$ cat src/rtl/pic_host_pkg.sv
// Shared types and constants for the 8259-style PIC host sequencer.
// Holds the FSM state enum, ICW1 bit indices, A0 encodings and init-word helpers.
// No logic of its own; imported by the sequencer top and its timer.
package pic_host_pkg;

  typedef enum logic [3:0] {
    ST_IDLE,
    ST_SETUP,
    ST_STROBE,
    ST_HOLD,
    ST_INTA1,
    ST_INTA_GAP,
    ST_INTA2,
    ST_VEC_OUT,
    ST_REARM
  } state_t;

  // ICW1 bit positions
  localparam int IC4  = 0;
  localparam int SNGL = 1;

  localparam logic A0_CMD  = 1'b0;
  localparam logic A0_DATA = 1'b1;

  // Non-specific end-of-interrupt, issued by the core as a plain write
  localparam logic [7:0] OCW2_NS_EOI = 8'h20;

  typedef enum logic [2:0] {
    W_ICW1,
    W_ICW2,
    W_ICW3,
    W_ICW4,
    W_OCW1,
    W_DONE
  } init_word_t;

  // Successor in the init sequence; ICW3 only in cascade mode, ICW4 only when requested.
  function automatic init_word_t next_word(input init_word_t cur, input logic [7:0] icw1);
    case (cur)
      W_ICW1:  next_word = W_ICW2;
      W_ICW2:  next_word = !icw1[SNGL] ? W_ICW3 : (icw1[IC4] ? W_ICW4 : W_OCW1);
      W_ICW3:  next_word = icw1[IC4] ? W_ICW4 : W_OCW1;
      W_ICW4:  next_word = W_OCW1;
      default: next_word = W_DONE;
    endcase
  endfunction

endpackage

$ cat src/rtl/pic_host_sequencer_timer.sv
// Loadable down-counter timing strobe, gap and re-arm phases of the sequencer.
// Latency: load takes effect on the next edge; last is high while the count equals 1.
// No backpressure: counts down to 0 and holds until reloaded.
// Ports: clk, rst_n, load/load_val (reload request and value), last (final cycle of phase).
module pic_strobe_timer #(
  parameter int W = 8
) (
  input  logic         clk,
  input  logic         rst_n,
  input  logic         load,
  input  logic [W-1:0] load_val,
  output logic         last
);

  logic [W-1:0] count;

  always_ff @(posedge clk) begin
    if (!rst_n) begin
      count <= '0;
    end else if (load) begin
      count <= load_val;
    end else if (count != '0) begin
      count <= count - 1'b1;
    end
  end

  assign last = (count == W'(1));

endmodule

$ cat src/rtl/pic_host_sequencer.sv
// Host-side controller owning the 8259 CPU bus: init sequence, core register accesses, INTA cycles.
// Latency: access S+3 cycles accept-to-idle, read data at S+2; INTA 2S+R, vector pulse, R re-arm.
// Backpressure: cmd_ready only in IDLE after init with no synchronised interrupt pending.
// Ports: init_* (init words/control), cmd_*/rsp_* (core access), vec_* (acknowledged vector),
//        pic_* (PIC pins: strobes, a0, data out/oe/in), pic_int (async INT request).
module pic_host_sequencer
  import pic_host_pkg::*;
#(
  parameter int STROBE_CYCLES   = 4,
  parameter int RECOVERY_CYCLES = 2
) (
  input  logic       clk,
  input  logic       rst_n,
  input  logic       init_start,
  input  logic [7:0] icw1,
  input  logic [7:0] icw2,
  input  logic [7:0] icw3,
  input  logic [7:0] icw4,
  input  logic [7:0] ocw1_init,
  output logic       init_done,
  input  logic       cmd_valid,
  output logic       cmd_ready,
  input  logic       cmd_rd,
  input  logic       cmd_a0,
  input  logic [7:0] cmd_wdata,
  output logic       rsp_valid,
  output logic [7:0] rsp_rdata,
  input  logic       pic_int,
  output logic       vec_valid,
  output logic [7:0] vec,
  output logic       pic_cs_n,
  output logic       pic_wr_n,
  output logic       pic_rd_n,
  output logic       pic_inta_n,
  output logic       pic_a0,
  output logic [7:0] pic_d_out,
  output logic       pic_d_oe,
  input  logic [7:0] pic_d_in
);

  localparam int TW = 8;

  state_t     state;
  init_word_t word;
  init_word_t next_w;
  logic [7:0] next_dat;
  logic [7:0] icw1_q, icw2_q, icw3_q, icw4_q, ocw1_q;
  logic       init_act;
  logic       is_rd;
  logic       int_meta, int_s;
  logic       tmr_load, tmr_last;
  logic [TW-1:0] tmr_val;

  always_ff @(posedge clk) begin
    if (!rst_n) begin
      int_meta <= 1'b0;
      int_s    <= 1'b0;
    end else begin
      int_meta <= pic_int;
      int_s    <= int_meta;
    end
  end

  // Ready is formed from registers only. The core must not raise init_start while
  // it has a command pending, since init takes priority in IDLE.
  assign cmd_ready = (state == ST_IDLE) && init_done && !int_s;

  always_comb begin
    next_w = next_word(word, icw1_q);
    case (next_w)
      W_ICW2:  next_dat = icw2_q;
      W_ICW3:  next_dat = icw3_q;
      W_ICW4:  next_dat = icw4_q;
      W_OCW1:  next_dat = ocw1_q;
      default: next_dat = icw1_q;
    endcase
  end

  // Timer reloads on entry to each timed phase, so last marks that phase's final cycle.
  always_comb begin
    tmr_load = 1'b0;
    tmr_val  = TW'(STROBE_CYCLES);
    case (state)
      ST_IDLE:     tmr_load = !init_start && int_s && init_done;
      ST_SETUP:    tmr_load = 1'b1;
      ST_INTA1: begin
        tmr_load = tmr_last;
        tmr_val  = TW'(RECOVERY_CYCLES);
      end
      ST_INTA_GAP: tmr_load = tmr_last;
      ST_VEC_OUT: begin
        tmr_load = 1'b1;
        tmr_val  = TW'(RECOVERY_CYCLES);
      end
      default: ;
    endcase
  end

  pic_strobe_timer #(.W(TW)) u_timer (
    .clk      (clk),
    .rst_n    (rst_n),
    .load     (tmr_load),
    .load_val (tmr_val),
    .last     (tmr_last)
  );

  always_ff @(posedge clk) begin
    if (!rst_n) begin
      state      <= ST_IDLE;
      word       <= W_ICW1;
      init_act   <= 1'b0;
      is_rd      <= 1'b0;
      icw1_q     <= '0;
      icw2_q     <= '0;
      icw3_q     <= '0;
      icw4_q     <= '0;
      ocw1_q     <= '0;
      init_done  <= 1'b0;
      rsp_valid  <= 1'b0;
      rsp_rdata  <= '0;
      vec_valid  <= 1'b0;
      vec        <= '0;
      pic_cs_n   <= 1'b1;
      pic_wr_n   <= 1'b1;
      pic_rd_n   <= 1'b1;
      pic_inta_n <= 1'b1;
      pic_a0     <= 1'b0;
      pic_d_out  <= '0;
      pic_d_oe   <= 1'b0;
    end else begin
      rsp_valid <= 1'b0;
      vec_valid <= 1'b0;
      case (state)
        ST_IDLE: begin
          if (init_start) begin
            icw1_q    <= icw1;
            icw2_q    <= icw2;
            icw3_q    <= icw3;
            icw4_q    <= icw4;
            ocw1_q    <= ocw1_init;
            init_done <= 1'b0;
            init_act  <= 1'b1;
            word      <= W_ICW1;
            is_rd     <= 1'b0;
            state     <= ST_SETUP;
            pic_cs_n  <= 1'b0;
            pic_a0    <= A0_CMD;
            pic_d_out <= icw1;
            pic_d_oe  <= 1'b1;
          end else if (int_s && init_done) begin
            state      <= ST_INTA1;
            pic_inta_n <= 1'b0;
          end else if (cmd_valid && cmd_ready) begin
            is_rd     <= cmd_rd;
            state     <= ST_SETUP;
            pic_cs_n  <= 1'b0;
            pic_a0    <= cmd_a0;
            pic_d_out <= cmd_wdata;
            pic_d_oe  <= !cmd_rd;
          end
        end
        ST_SETUP: begin
          state <= ST_STROBE;
          if (is_rd) pic_rd_n <= 1'b0;
          else       pic_wr_n <= 1'b0;
        end
        ST_STROBE: begin
          if (tmr_last) begin
            state    <= ST_HOLD;
            pic_wr_n <= 1'b1;
            pic_rd_n <= 1'b1;
            if (is_rd) begin
              rsp_rdata <= pic_d_in;
              rsp_valid <= 1'b1;
            end
          end
        end
        ST_HOLD: begin
          // Init words chain straight into the next SETUP with cs_n kept low.
          if (init_act && next_w != W_DONE) begin
            state     <= ST_SETUP;
            word      <= next_w;
            pic_a0    <= A0_DATA;
            pic_d_out <= next_dat;
          end else begin
            state    <= ST_IDLE;
            pic_cs_n <= 1'b1;
            pic_d_oe <= 1'b0;
            if (init_act) begin
              init_act  <= 1'b0;
              init_done <= 1'b1;
            end
          end
        end
        ST_INTA1: begin
          if (tmr_last) begin
            state      <= ST_INTA_GAP;
            pic_inta_n <= 1'b1;
          end
        end
        ST_INTA_GAP: begin
          if (tmr_last) begin
            state      <= ST_INTA2;
            pic_inta_n <= 1'b0;
          end
        end
        ST_INTA2: begin
          if (tmr_last) begin
            state      <= ST_VEC_OUT;
            pic_inta_n <= 1'b1;
            vec        <= pic_d_in;
            vec_valid  <= 1'b1;
          end
        end
        ST_VEC_OUT: state <= ST_REARM;
        ST_REARM: begin
          if (tmr_last) state <= ST_IDLE;
        end
        default: state <= ST_IDLE;
      endcase
    end
  end

endmodule

$ cat config.mk
export PLATFORM = sky130hd
export DESIGN_NAME = pic_host_sequencer
export DESIGN_NICKNAME = d
export VERILOG_FILES = /design/src/rtl/pic_host_pkg.sv /design/src/rtl/pic_host_sequencer_timer.sv /design/src/rtl/pic_host_sequencer.sv
export SDC_FILE = /design/constraint.sdc
export NUM_CORES = 1
export LEC_CHECK = 0
export ABC_AREA = 1
export CAP_MARGIN = 20
export CORE_MARGIN = 5
export CORE_UTILIZATION = 35
export DETAILED_ROUTE_END_ITERATION = 10
export PLACE_DENSITY_LB_ADDON = 0.3
export SLEW_MARGIN = 25
export SYNTH_ARGS = -nofsm -noshare
export SYNTH_HDL_FRONTEND = slang
export SYNTH_SLANG_ARGS = --single-unit
$ cat constraint.sdc
create_clock -name clk -period 1.6 [get_ports clk]
set_input_delay 0.32 -clock clk [delete_from_list [all_inputs] [get_ports clk]]
set_output_delay 0.32 -clock clk [all_outputs]
set_load 0.02 [all_outputs]
* Yosys cells after proc, flatten, opt, wreduce, memory -nomap -nowiden
Index checks and enable logic that the tools add are counted.
** Storage, ports and cells
- Flip-flop bits (word level) :: 92
- Input bits :: 63
- Output and inout port bits :: 34
- Word-level logic and storage cells :: 158
** Operators by class
- Reduce and logical (&&, ||, !) cells :: 37
- Multiplexer cells :: 61
- Equality and inequality tests :: 35
- Add/sub/neg operators :: 1
** Operators with widths (number)
- 2-to-1 mux 8 bit :: 6
- one-hot mux 4 bit (9 select lines) :: 1
- 2-to-1 mux 4 bit :: 8
- one-hot mux 8 bit (4 select lines) :: 1
- 2-to-1 mux 1 bit :: 28
- != test 2 bit (second input constant) :: 13
- AND reduction 3 bit :: 7
- == test 4 x 3 -> 1 bit (second input constant) :: 4
- one-hot mux 8 bit (2 select lines) :: 1
- 2-to-1 mux 3 bit :: 5
- one-hot mux 1 bit (2 select lines) :: 7
- == test 3 x 2 -> 1 bit (second input constant) :: 4
- one-hot mux 3 bit (4 select lines) :: 1
- AND reduction 4 bit :: 3
- == test 4 x 2 -> 1 bit (second input constant) :: 2
- == test 8 x 1 -> 1 bit (second input constant) :: 1
- nonzero test 2 bit :: 4
- nonzero test 8 bit :: 1
- OR reduction 2 bit :: 4
- subtractor 8 x 1 -> 8 bit (second input constant) :: 1
- logical AND 1 bit :: 7
- == test 3 x 1 -> 1 bit (second input constant) :: 2
- != test 3 bit (second input constant) :: 2
- one-hot mux 1 bit (3 select lines) :: 2
- other kinds (14) :: 19

* Depth between registers and ports, before layout
- Depth after elaboration :: 8
- Gate-level depth with buffers :: 12
- Gate-level depth less buffers :: 12

* Hierarchy
From an unflattened synthesis, not the netlist that was laid out.
** Second synthesis, totals
- Cell total of the unflattened synthesis :: 610
- Area total of the unflattened synthesis :: 4301.6 µm²
** By module, submodules not included
- pic_host_sequencer :: cells an instance 522, area each 3751.1 µm², seq. area each 1681.6 µm², times used 1
- pic_strobe_timer :: cells an instance 88, area each 550.5 µm², seq. area each 160.2 µm², times used 1

* Worst setup path before layout
No wires, ideal clock.
- Path kind :: register -> output
- Start :: reg state[1]
- End :: out cmd_ready
- Cell stages (with the launch flop) :: 5
- Slack :: 134 ps
- Buffers on the path :: 1
- Arrival time :: 1146 ps
- Data required time :: 1280 ps
- Cells stage by stage :: dfxtp_1 -> buf_6 -> nor2_2 -> nand2_4 -> nor3_1
** Between the ends
- Longest elaborated chain between the ends :: 3
** RTL lines
- start: declaration :: RTL line pic_host_sequencer.sv:43 : state_t state;
- start signal: assignment :: RTL line pic_host_sequencer.sv:109 : state <= ST_IDLE;
- start signal: assignment :: RTL line pic_host_sequencer.sv:145 : state <= ST_SETUP;
- start signal: assignment :: RTL line pic_host_sequencer.sv:151 : state <= ST_INTA1;
- zero test 4 bit :: RTL line pic_host_sequencer.sv:66 : assign cmd_ready = (state == ST_IDLE) && init_done && !int_s;
- logical AND 1 bit (2 in series) :: RTL line pic_host_sequencer.sv:66
- end: declaration :: RTL line pic_host_sequencer.sv:22 : output logic cmd_ready,
Every way passes these cells.

* Worst setup path after layout
- Start :: reg state[3]
- End :: out cmd_ready
Same word-level chain as after synthesis.

==> results.yml <==
outcome:
  status: "finished clean"
global_route:
  grt_pass1_vias: 4255
  busiest_layer: "met2"
  grt.overflow.total: 0
  grtUsageMet1_pct: 18.3
  grt_antenna_before_repair: 0
  grt_start_max_net_pins: 45
  grt_pass1_wl_mm: 19.1
  grt_usage_pct: 16.3
  grt.met3_usage_pct: 3.27
  met2_usage_pct: 29.4
synthesis:
  yosysMostFrequentCell: "nand2_1"
  netlist_area_sq_mm: 0.00428
  yosysWarnings: 0
  synth_ff_type: "dfxtp_1"
  syn-instance-count: 607
  syn_nets: 672
  synth-edff-count: 0
  synth_top_cell_area_share_pct: 43.1
  synth_seq_area_share_pct: 43.1
  ys_ff_latch: 92
  synthDistinctLibCells: 36
  async_reset_ff_share_pct: 0
  synth_area_leaders: "dfxtp_1 (43%), nand2_1 (11%), nor2_1 (8.3%)"
  synth.avg_cell_area_sq_um: 7.05
  yosysTopAreaCell: "dfxtp_1"
  synthTopCellsByCount: "nand2_1 (122), nor2_1 (95), dfxtp_1 (92), o21ai_0 (60), inv_1 (55)"
setup_path:
  cp_data_arrival_time_ns: 1.21
  reg2reg_to: "u_timer.count[1]$_SDFFE_PN0P_"
  cp-start-kind: "flip-flop"
  required_ns: 1.28
  endpoint_kind: "output pin"
  cp_max_fo: 2
  regToRegStartpoint: "u_timer.count[5]$_SDFFE_PN0P_"
  path_class: "flip-flop to output pin"
  rrSetupSlack_ns: 0.08
  worst-r2r-cell-count: 12
die:
  start_util_pct: 35.6
  die_w_um: 121
  die_area_sq_mm: 0.0145
  io_pins: 97
  rows: 40
  core_sq_mm: 0.0120
  die_h_um: 121
power_and_ir_drop:
  internal-power_mw: 6.55
  p_switching_mw: 4.73
  power_density_mw_per_mm2: 1850
  leakagePower_nw: 2.72
  clockPowerShare_pct: 21.0
  ir_drop_uv: 690
  switching_share_pct: 41.9
  power_frac_seq_pct: 29.4
  p_total_mw: 11.3
  power_frac_comb_pct: 49.6
drt:
  remaining_drc_errors: 0
  post_drt_wl_per_cell_um: 13.6
  vias_per_cell: 4.90
  postRouteWirelength_mm: 12.0
  num_vias: 4315
  dr.pass1.iters: 5
  postRouteAntennaNets: 0
  drt_iter0_markers: 245
sta:
  rsz0062_at_grt: "yes"
  report.final.slew_viol_count: 0
  hold_viol: 0
  finalSetupViolCount: 0
  fin_crit_ns: 1.53
  fmax_mhz: 656
  worstMarginPinSlew_ns: 0.596
  slew_headroom_pct: 60.2
  finalClockSkew_ns: 0.00441
  period_share_pct: 95.3
clock_tree:
  cts_tree: "yes"
  h-tree-depth: 3
  cts_inserted_buffers: 9
  tritoncts_num_sinks: 92
  clock_latency_ns: 0.35
  ctsHoldBuffers: 0
  clk_pin_slew_ns: 0.06
  root_buffer: "clkbuf_16"
  clockBufferDepth: 2
finish:
  num-nets-final: 794
  num-fill-cells: 1187
  final_util_pct: 50.7
  n_antenna_cell: 0
  final_layout_size_suffix_gt1_share_pct: 16.5
  seqCellArea_sq_mm: 0.00185
  multi_input_area_sq_mm: 0.00225
  synthToLayoutAreaGrowth_pct: 42.5
flow_run:
  cap_violations: 0
placed_design:
  place.gp.congestion: 0.876
  dp.final_hpwl_mm: 8.83
  portBuffers: 96
hold_path:
  hold_class: "primary input to flip-flop"
  holdPathStages: 3
  hold_start: "rst_n"
  hold_end: "pic_inta_n$_SDFFE_PN1P_"
==> state kept, by name, indices dropped and copies added, names as in the netlist, 3 cells and up <==
name	cells
icw2_q	8
rsp_rdata	8
icw1_q	8
icw3_q	8
pic_d_out	8
vec	8
word	3
ocw1_q	8
state	4
u_timer.count	8
icw4_q	8
==> metrics by stage <==
step	hold WS, ns	worst slack [ns]	TNS [ns]	cells	instance area, sq um
finish	0.364	0.0746	0	880	6100
floorplan	0.390	0.134	0	607	4280
detailed placement	0.402	-0.166	-2.78	859	5580
global placement	0.401	-0.0897	-1.40	859	5580
global route	0.375	-0.0584	-0.253	880	6100
CTS	0.364	0.00162	0	875	5900
==> critical path, stage by stage (launching register included) <==
cell     delay, ns
dfxtp_1       0.32
nor2_2        0.17
nand2_4       0.06
nor3_1        0.14
buf_4         0.17
==> power groups by stage <==
stage | registers (mW) | clock network [mW] | logic (mW)
after floorplan | 3.42 | 0 | 3.30
after global placement | 3.33 | 0 | 5.01
after detailed placement | 3.34 | 0 | 5.08
after CTS | 3.30 | 2.43 | 5.10
after global routing | 3.39 | 2.53 | 6.18
final | 3.31 | 2.37 | 5.59
==> per-layer routing <==
layer / routed length (um) / share of wire (%) / vias to the layer above
li1: - / - / 2207
met5: 0 / 0 / -
met2: 6050 / 50 / 94
met4: 300 / 2.5 / 0
met1: 5180 / 43 / 1994
met3: 459 / 3.8 / 20
==> cells in the final DEF (no fill, tap or decap), types with 31 or more instances in the layout <==
cell type and count:
a21oi_1 45, nand2_1 114, o21ai_0 59, buf_4 35, nand3_1 40, nor2_1 91
inv_1 52, clkdlybuf4s50_1 61, dlygate4sd2_1 31, dfxtp_1 89
==> worst max path at each step <==
stage / from / to / depth (start not counted)
2_1_floorplan: state[1]$_SDFFE_PN0P_ / cmd_ready / 4
3_3_place_gp: init_start / u_timer.count[3]$_SDFFE_PN0P_ / 6
3_5_place_dp: init_start / u_timer.count[3]$_SDFFE_PN0P_ / 6
4_1_cts: u_timer.count[1]$_SDFFE_PN0P_ / u_timer.count[6]$_SDFFE_PN0P_ / 9
5_1_grt: u_timer.count[5]$_SDFFE_PN0P_ / u_timer.count[1]$_SDFFE_PN0P_ / 12
6_report: state[3]$_SDFFE_PN0P_ / cmd_ready / 4
==> repair_timing <==
action / 4_1_cts / 5_1_grt
gates resized for setup: 43 / 39
pin swaps: 1 / 12
setup buffers: 1 / 4
cloned: 0 / 1
setup endpoints to repair: 55 / 44
==> cell type report <==
type	count	share of cell area [%]
clock buffer	12	4.37
clock inverter	3	1.13
inverter	61	3.84
multi-input combinational	431	36.9
sequential	92	30.3
tap	147	3.02
timing repair buffer	134	20.4
==> kinds of logic (layout without fill, tap and decap cells) <==
kind of cell,after synthesis,in the layout,share of synthesized area [%]
AND/OR/NAND/NOR,298,299,31.4
AO/OA/AOI/OAI,126,126,15.8
flip-flops,92,92,43.1
buffers and inverters,85,210,8.39
XOR/XNOR,4,4,0.819
adder cells (fa/ha/maj),2,2,0.585
No activity file was read; power rests on OpenSTA's default activity.
